[src/rtl/pipe_field_renderer.sv]
// Scrolling pipe obstacle field: pipe positions, gap randomisation, pass scoring and raster output.
// Optional macro PIPE_COLLISION_EN adds bird/pipe overlap detection and the HALT state.
module pipe_field_renderer #(
    parameter int NUM_PIPES     = 4,
    parameter int PIPE_WIDTH    = 40,
    parameter int PIPE_SPACING  = 220,
    parameter int SPEED_DIVIDER = 1_000_000,
    parameter int GAP_MIN_TOP   = 60,
    parameter int GAP_MAX_TOP   = 320,
    parameter int GAP_MIN_SIZE  = 110,
    parameter int GAP_MAX_SIZE  = 150,
    parameter int SCORE_W       = 8
) (
    input  logic               clk,
    input  logic               reset_n,
    input  logic               enable,
    input  logic               restart,
    input  logic [1:0]         speed_sel,
    input  logic [9:0]         hCount,
    input  logic [9:0]         vCount,
    input  logic [9:0]         bird_x,
    input  logic [9:0]         bird_y,
    input  logic [5:0]         bird_size,
    output logic               pipe_pixel,
    output logic               collision,
    output logic [SCORE_W-1:0] score,
    output logic               pass_pulse,
    output logic [1:0]         fsm_state
);

    localparam int RESPAWN_X  = 880;
    localparam int TOP_RANGE  = GAP_MAX_TOP - GAP_MIN_TOP + 1;
    localparam int SIZE_RANGE = GAP_MAX_SIZE - GAP_MIN_SIZE + 1;
    localparam int CNT_W      = (SPEED_DIVIDER > 1) ? $clog2(SPEED_DIVIDER) : 1;
    localparam logic [CNT_W-1:0] CNT_LAST = CNT_W'(SPEED_DIVIDER - 1);

    typedef enum logic [1:0] {
        ST_WAIT   = 2'd0,
        ST_SCROLL = 2'd1,
        ST_HALT   = 2'd2
    } state_t;

    state_t state, state_next;

    logic [10:0]      pipe_x   [NUM_PIPES];
    logic [9:0]       gap_top  [NUM_PIPES];
    logic [9:0]       gap_size [NUM_PIPES];
    logic [9:0]       lfsr;
    logic [CNT_W-1:0] step_cnt;

    logic [10:0] next_x   [NUM_PIPES];
    logic [9:0]  new_top  [NUM_PIPES];
    logic [9:0]  new_size [NUM_PIPES];
    logic        recycle  [NUM_PIPES];
    logic [10:0] speed_x;
    logic [10:0] others_max;
    logic [11:0] old_edge;
    logic [11:0] new_edge;
    logic [9:0]  lfsr_next;
    logic        taken;
    logic        any_pass;
    logic        hit;
    logic        step;

    function automatic logic [10:0] init_x(input int i);
        return 11'(RESPAWN_X + i * PIPE_SPACING);
    endfunction

    function automatic logic [9:0] init_top(input int i);
        return 10'(GAP_MIN_TOP + ((60 * i) % TOP_RANGE));
    endfunction

    assign fsm_state = state;
    assign collision = (state == ST_HALT);
    assign step      = (state == ST_SCROLL) && enable && !hit && (step_cnt == CNT_LAST);

    always_ff @(posedge clk) begin
        if (!reset_n) begin
            state <= ST_WAIT;
        end else begin
            state <= state_next;
        end
    end

    always_comb begin
        state_next = state;
        case (state)
            ST_WAIT:   if (enable) state_next = ST_SCROLL;
            ST_SCROLL: if (hit)    state_next = ST_HALT;
            ST_HALT:   state_next = ST_HALT;
            default:   state_next = ST_WAIT;
        endcase
        if (restart) begin
            state_next = ST_WAIT;
        end
    end

    // Next positions are all derived from pre-step values; only the lowest
    // index among the exhausted pipes is respawned on a given step.
    always_comb begin
        speed_x    = 11'(speed_sel) + 11'd1;
        taken      = 1'b0;
        any_pass   = 1'b0;
        others_max = '0;
        old_edge   = '0;
        new_edge   = '0;
        lfsr_next  = {lfsr[8:0], lfsr[9] ^ lfsr[6]};
        for (int i = 0; i < NUM_PIPES; i++) begin
            others_max = 11'(RESPAWN_X - PIPE_SPACING);
            for (int j = 0; j < NUM_PIPES; j++) begin
                if (j != i && pipe_x[j] > others_max) begin
                    others_max = pipe_x[j];
                end
            end
            recycle[i] = 1'b0;
            if (pipe_x[i] > speed_x) begin
                next_x[i] = pipe_x[i] - speed_x;
            end else if (!taken) begin
                next_x[i]  = others_max + 11'(PIPE_SPACING);
                recycle[i] = 1'b1;
                taken      = 1'b1;
            end else begin
                next_x[i] = pipe_x[i];
            end
            new_top[i]  = 10'(GAP_MIN_TOP + int'(lfsr ^ 10'(i * 10'h0B5)) % TOP_RANGE);
            new_size[i] = 10'(GAP_MIN_SIZE + int'(lfsr[9:3] ^ 7'(i)) % SIZE_RANGE);
            old_edge = 12'(pipe_x[i]) + 12'(PIPE_WIDTH);
            new_edge = 12'(next_x[i]) + 12'(PIPE_WIDTH);
            if (old_edge >= 12'(bird_x) && new_edge < 12'(bird_x)) begin
                any_pass = 1'b1;
            end
        end
    end

    always_ff @(posedge clk) begin
        if (!reset_n || restart || state == ST_WAIT) begin
            for (int i = 0; i < NUM_PIPES; i++) begin
                pipe_x[i]   <= init_x(i);
                gap_top[i]  <= init_top(i);
                gap_size[i] <= 10'(GAP_MIN_SIZE);
            end
            lfsr       <= 10'h3FF;
            step_cnt   <= '0;
            score      <= '0;
            pass_pulse <= 1'b0;
        end else begin
            pass_pulse <= step && any_pass;
            if (state == ST_SCROLL && enable && !hit) begin
                step_cnt <= (step_cnt == CNT_LAST) ? '0 : step_cnt + CNT_W'(1);
            end
            if (step) begin
                lfsr <= lfsr_next;
                for (int i = 0; i < NUM_PIPES; i++) begin
                    pipe_x[i] <= next_x[i];
                    if (recycle[i]) begin
                        gap_top[i]  <= new_top[i];
                        gap_size[i] <= new_size[i];
                    end
                end
                if (any_pass && score != '1) begin
                    score <= score + SCORE_W'(1);
                end
            end
        end
    end

    logic [11:0] pix_edge;
    logic [10:0] pix_gap_end;

    always_comb begin
        pipe_pixel  = 1'b0;
        pix_edge    = '0;
        pix_gap_end = '0;
        for (int i = 0; i < NUM_PIPES; i++) begin
            pix_edge    = 12'(pipe_x[i]) + 12'(PIPE_WIDTH);
            pix_gap_end = 11'(gap_top[i]) + 11'(gap_size[i]);
            if (12'(hCount) >= 12'(pipe_x[i]) && 12'(hCount) < pix_edge &&
                (vCount < gap_top[i] || 11'(vCount) >= pix_gap_end)) begin
                pipe_pixel = 1'b1;
            end
        end
    end

`ifdef PIPE_COLLISION_EN
    logic [11:0] hit_edge;
    logic [11:0] hit_gap_end;

    // A zero-size bird is an empty box and never collides.
    always_comb begin
        hit         = 1'b0;
        hit_edge    = '0;
        hit_gap_end = '0;
        for (int i = 0; i < NUM_PIPES; i++) begin
            hit_edge    = 12'(pipe_x[i]) + 12'(PIPE_WIDTH);
            hit_gap_end = 12'(gap_top[i]) + 12'(gap_size[i]);
            if (state == ST_SCROLL && bird_size != '0 &&
                12'(bird_x) < hit_edge &&
                12'(bird_x) + 12'(bird_size) > 12'(pipe_x[i]) &&
                (12'(bird_y) < 12'(gap_top[i]) ||
                 12'(bird_y) + 12'(bird_size) > hit_gap_end)) begin
                hit = 1'b1;
            end
        end
    end
`else
    logic unused_bird;
    assign unused_bird = ^{bird_y, bird_size};
    assign hit         = 1'b0;
`endif

endmodule

[config.mk]
export PLATFORM = sky130hd
export DESIGN_NAME = pipe_field_renderer
export DESIGN_NICKNAME = d
export VERILOG_FILES = /design/src/rtl/pipe_field_renderer.sv
export SDC_FILE = /design/constraint.sdc
export NUM_CORES = 1
export LEC_CHECK = 0
export CAP_MARGIN = 20
export CORE_MARGIN = 5
export CORE_UTILIZATION = 30
export DETAILED_ROUTE_END_ITERATION = 8
export SYNTH_ARGS = -nofsm -noshare
export SYNTH_HDL_FRONTEND = slang
export SYNTH_SLANG_ARGS = --single-unit
[constraint.sdc]
create_clock -name clk -period 10.66 [get_ports clk]
set_input_delay 2.132 -clock clk [delete_from_list [all_inputs] [get_ports clk]]
set_output_delay 2.132 -clock clk [all_outputs]
set_load 0.005 [all_outputs]
==> results of run 1 <==
==> cells in the final DEF, fill, tap and decap left out, types with 55 or more instances in the layout <==
cell      count
a21o_1       95
a21oi_1     222
buf_4        55
edfxtp_1    124
ha_1        412
inv_1       203
nand2_1     235
nand2b_1     71
nand3_1      77
nor2_1      264
nor3_1       62
o21ai_0     149
xnor2_1     191
xor2_1       71
==> sequential cells by signal, indices dropped and copies added, names as in the netlist <==
name / cells
pass_pulse: 1
lfsr: 10
gap_top: 40
pipe_x: 44
score: 8
step_cnt: 20
fsm_state: 2
gap_size: 40
==> path summary, 6_finish.rpt <==
kind | from | endpoint
worst max-delay path | pipe_x[0][3] | score[3]
worst min-delay path | score[4] | score[4]
worst max register to register | pipe_x[0][3] | score[3]
worst min register to register | score[4] | score[4]
==> per-stage QoR <==
step	utilization [%]	hold slack, ns
CTS	33.4	0.494
detailed placement	32.6	0.481
finish	33.4	0.494
global route	33.4	0.537
global placement	32.6	0.478
floorplan	-	0.471
==> layout make-up <==
type	instances	area [um2]
Clock buffer	17	425
Tap cell	1060	1330
Inverter	216	811
Sequential cell	165	4540
Multi-Input combinational cell	2550	18700
Clock inverter	15	226
Timing Repair Buffer	103	893
Fill cell	8482	53800
==> cells in the mapped netlist, types with 10 or more instances <==
| master | count |
|---|---|
| a211oi_1 | 44 |
| a21o_1 | 95 |
| a21oi_1 | 223 |
| a31oi_1 | 27 |
| and2_1 | 28 |
| and3_1 | 21 |
| and4_1 | 16 |
| buf_1 | 11 |
| buf_2 | 14 |
| clkbuf_1 | 67 |
| dfxtp_1 | 41 |
| edfxtp_1 | 124 |
| ha_1 | 412 |
| inv_1 | 203 |
| mux2_2 | 12 |
| mux2i_1 | 49 |
| nand2_1 | 236 |
| nand2b_1 | 71 |
| nand3_1 | 77 |
| nand4_1 | 31 |
| nor2_1 | 266 |
| nor2b_1 | 53 |
| nor3_1 | 62 |
| nor4_1 | 20 |
| o2111ai_1 | 11 |
| o211ai_1 | 30 |
| o21a_1 | 30 |
| o21ai_0 | 153 |
| o21ai_1 | 26 |
| o21bai_1 | 28 |
| o221ai_1 | 11 |
| o22ai_1 | 10 |
| o31ai_1 | 11 |
| or2_2 | 17 |
| or3_1 | 17 |
| xnor2_1 | 191 |
| xor2_1 | 71 |
==> routing by layer <==
layer	part of all wire [%]	vias up	track usage [%]
met5	0	-	0
met4	3.0	0	5.99
met3	7.9	147	4.01
met2	43	798	29.8
met1	46	10643	26.7
li1	-	11080	-
==> report_power, final <==
part | switching, uW | internal, uW
clock | 340 | 364
sequential | 8.32 | 688
combinational | 218 | 144
total | 566 | 1200
==> cells by family after synthesis <==
family                     share of synthesized area (%)
adders and majority gates                           21.7
and+or+nand+nor                                     19.9
muxes                                               2.75
xor gates and xnor gates                            9.37
AOI/OAI and AO/OA                                   22.5
buffers and inverters                               5.18
DFF                                                 18.6
==> critical path, delay by kind of cell (launching register included) <==
family | cells | cell delay (ns)
multiplexers | 1 | 0.15
AND/OR/NAND/NOR | 16 | 3.39
adder cells (fa/ha/maj) | 6 | 1.63
buffers and inverters | 6 | 0.90
flip-flops | 1 | 0.32
AO/OA/AOI/OAI | 10 | 3.33
XOR/XNOR | 1 | 0.16
==> impl_metrics.ini, run 1 <==
[global_route]
grt_max_degree = 64
grtUsageTotal_pct = 19.2
grt_pass1_vias = 21196
grt.overflow.total = 0
grt_pass1_wl_um = 129000
antenna_found_initial = 0

[timing]
min_period_ns = 10.01
worstMarginPinSlew_ns = 1.04
hold_viol = 0
setup_violations = 0
setup_ws_ns = 0.648
finalSetupTns_ns = 0
rsz0062_at_grt = no
drv_slew = 0
skew_ns = 0.0171
fin_crit_sh_pct = 93.9
maxSlewHeadroom_pct = 30.6
clock.fmax_mhz = 99.9

[clock_tree]
clkSinkCount = 165
clk_pin_slew_worst_paths_ns = 0.07
cts_buffers = 17
post-cts-setup-buffers = 0
cts_htree_levels = 4
clock_tree.buffer_depth = 2
clk_latency_ns = 0.51
cts_resized = 0
ctsHoldBuffers = 0
cts_tree = yes
root_buffer = clkbuf_16

[synthesis]
yosysTopAreaCell = ha_1
yosys.area.top_type_share_pct = 21.1
avgSynthCellArea_um2 = 8.07
ys_types = 115
yosys-top-cells-area = ha_1 21%, edfxtp_1 15%, xnor2_1 6.8%
syn_area_um2 = 24500
syn_inst = 3033
synth_warnings = 0
synthArstFlopShare_pct = 0
seq_area_frac_synth_pct = 18.6
synth_edf_count = 124
synth_ff_type = edfxtp_1
synth_seq_cells = 165
synth_nets = 3505

[routing]
wirelength_um = 85400
first_iter_violations = 2170
first_pass_iters = 6
antenna_left = 0
viasPerCell = 5.49
vias = 22668
post-route-drc-count = 0
wl_per_cell_um = 20.7

[die]
rows = 104
dieHeight_um = 296
die-area_um2 = 87400
core-area_um2 = 80700
io_pins = 65
fp.dieW_um = 296
start_util_pct = 30.4

[cells_and_area]
final_area_um2 = 26900
area_growth_pct = 9.97
antenna_cells = 0
stdcell_count = 4126
drive_above_1_share_pct = 5.87
layout.nets = 3525

[place]
place_hpwl_um = 66100
dp_worst_setup_slack_ns = 0.972
place_inst = 4094
io_buffers = 48
place_area_um2 = 26300
gp_congestion = 1.01

[worst_hold_path]
hold_depth = 2
worstHoldPathType = flop to flop

[outcome]
outcome = complete, no violations

[setup_path]
endpoint_kind = flop
path_max_fanout = 13
crit_slowest_cell = o221ai_1
crit_required_ns = 11.05
cpMostUsedCell = ha_1
slowest_delay_ns = 0.54
critPathArrivalTime_ns = 10.40
worst-r2r-setup-slack_ns = 0.65
r2r_cells = 40
worstSetupStartpointType = flop
setup.worst_path.class = flop to flop

[job]
drv_cap = 0

[power_and_ir_drop]
p_per_area_nw_per_um2 = 65.4
irDropWorstVdd_mv = 0.0924
p_leak_uw = 0.0113
finalPower_uw = 1760
(Power assumes the default switching activity.)
==> inputs of run 2 (changes only) <==
--- a/config.mk
+++ b/config.mk
@@ -8,6 +8,7 @@
 export CAP_MARGIN = 20
 export CORE_MARGIN = 5
 export CORE_UTILIZATION = 30
+export CTS_CLUSTER_SIZE = 28
 export DETAILED_ROUTE_END_ITERATION = 8
 export SYNTH_ARGS = -nofsm -noshare
 export SYNTH_HDL_FRONTEND = slang
==> results of run 2 <==
Final layout, timing and power as in run 1 (identical DEF).
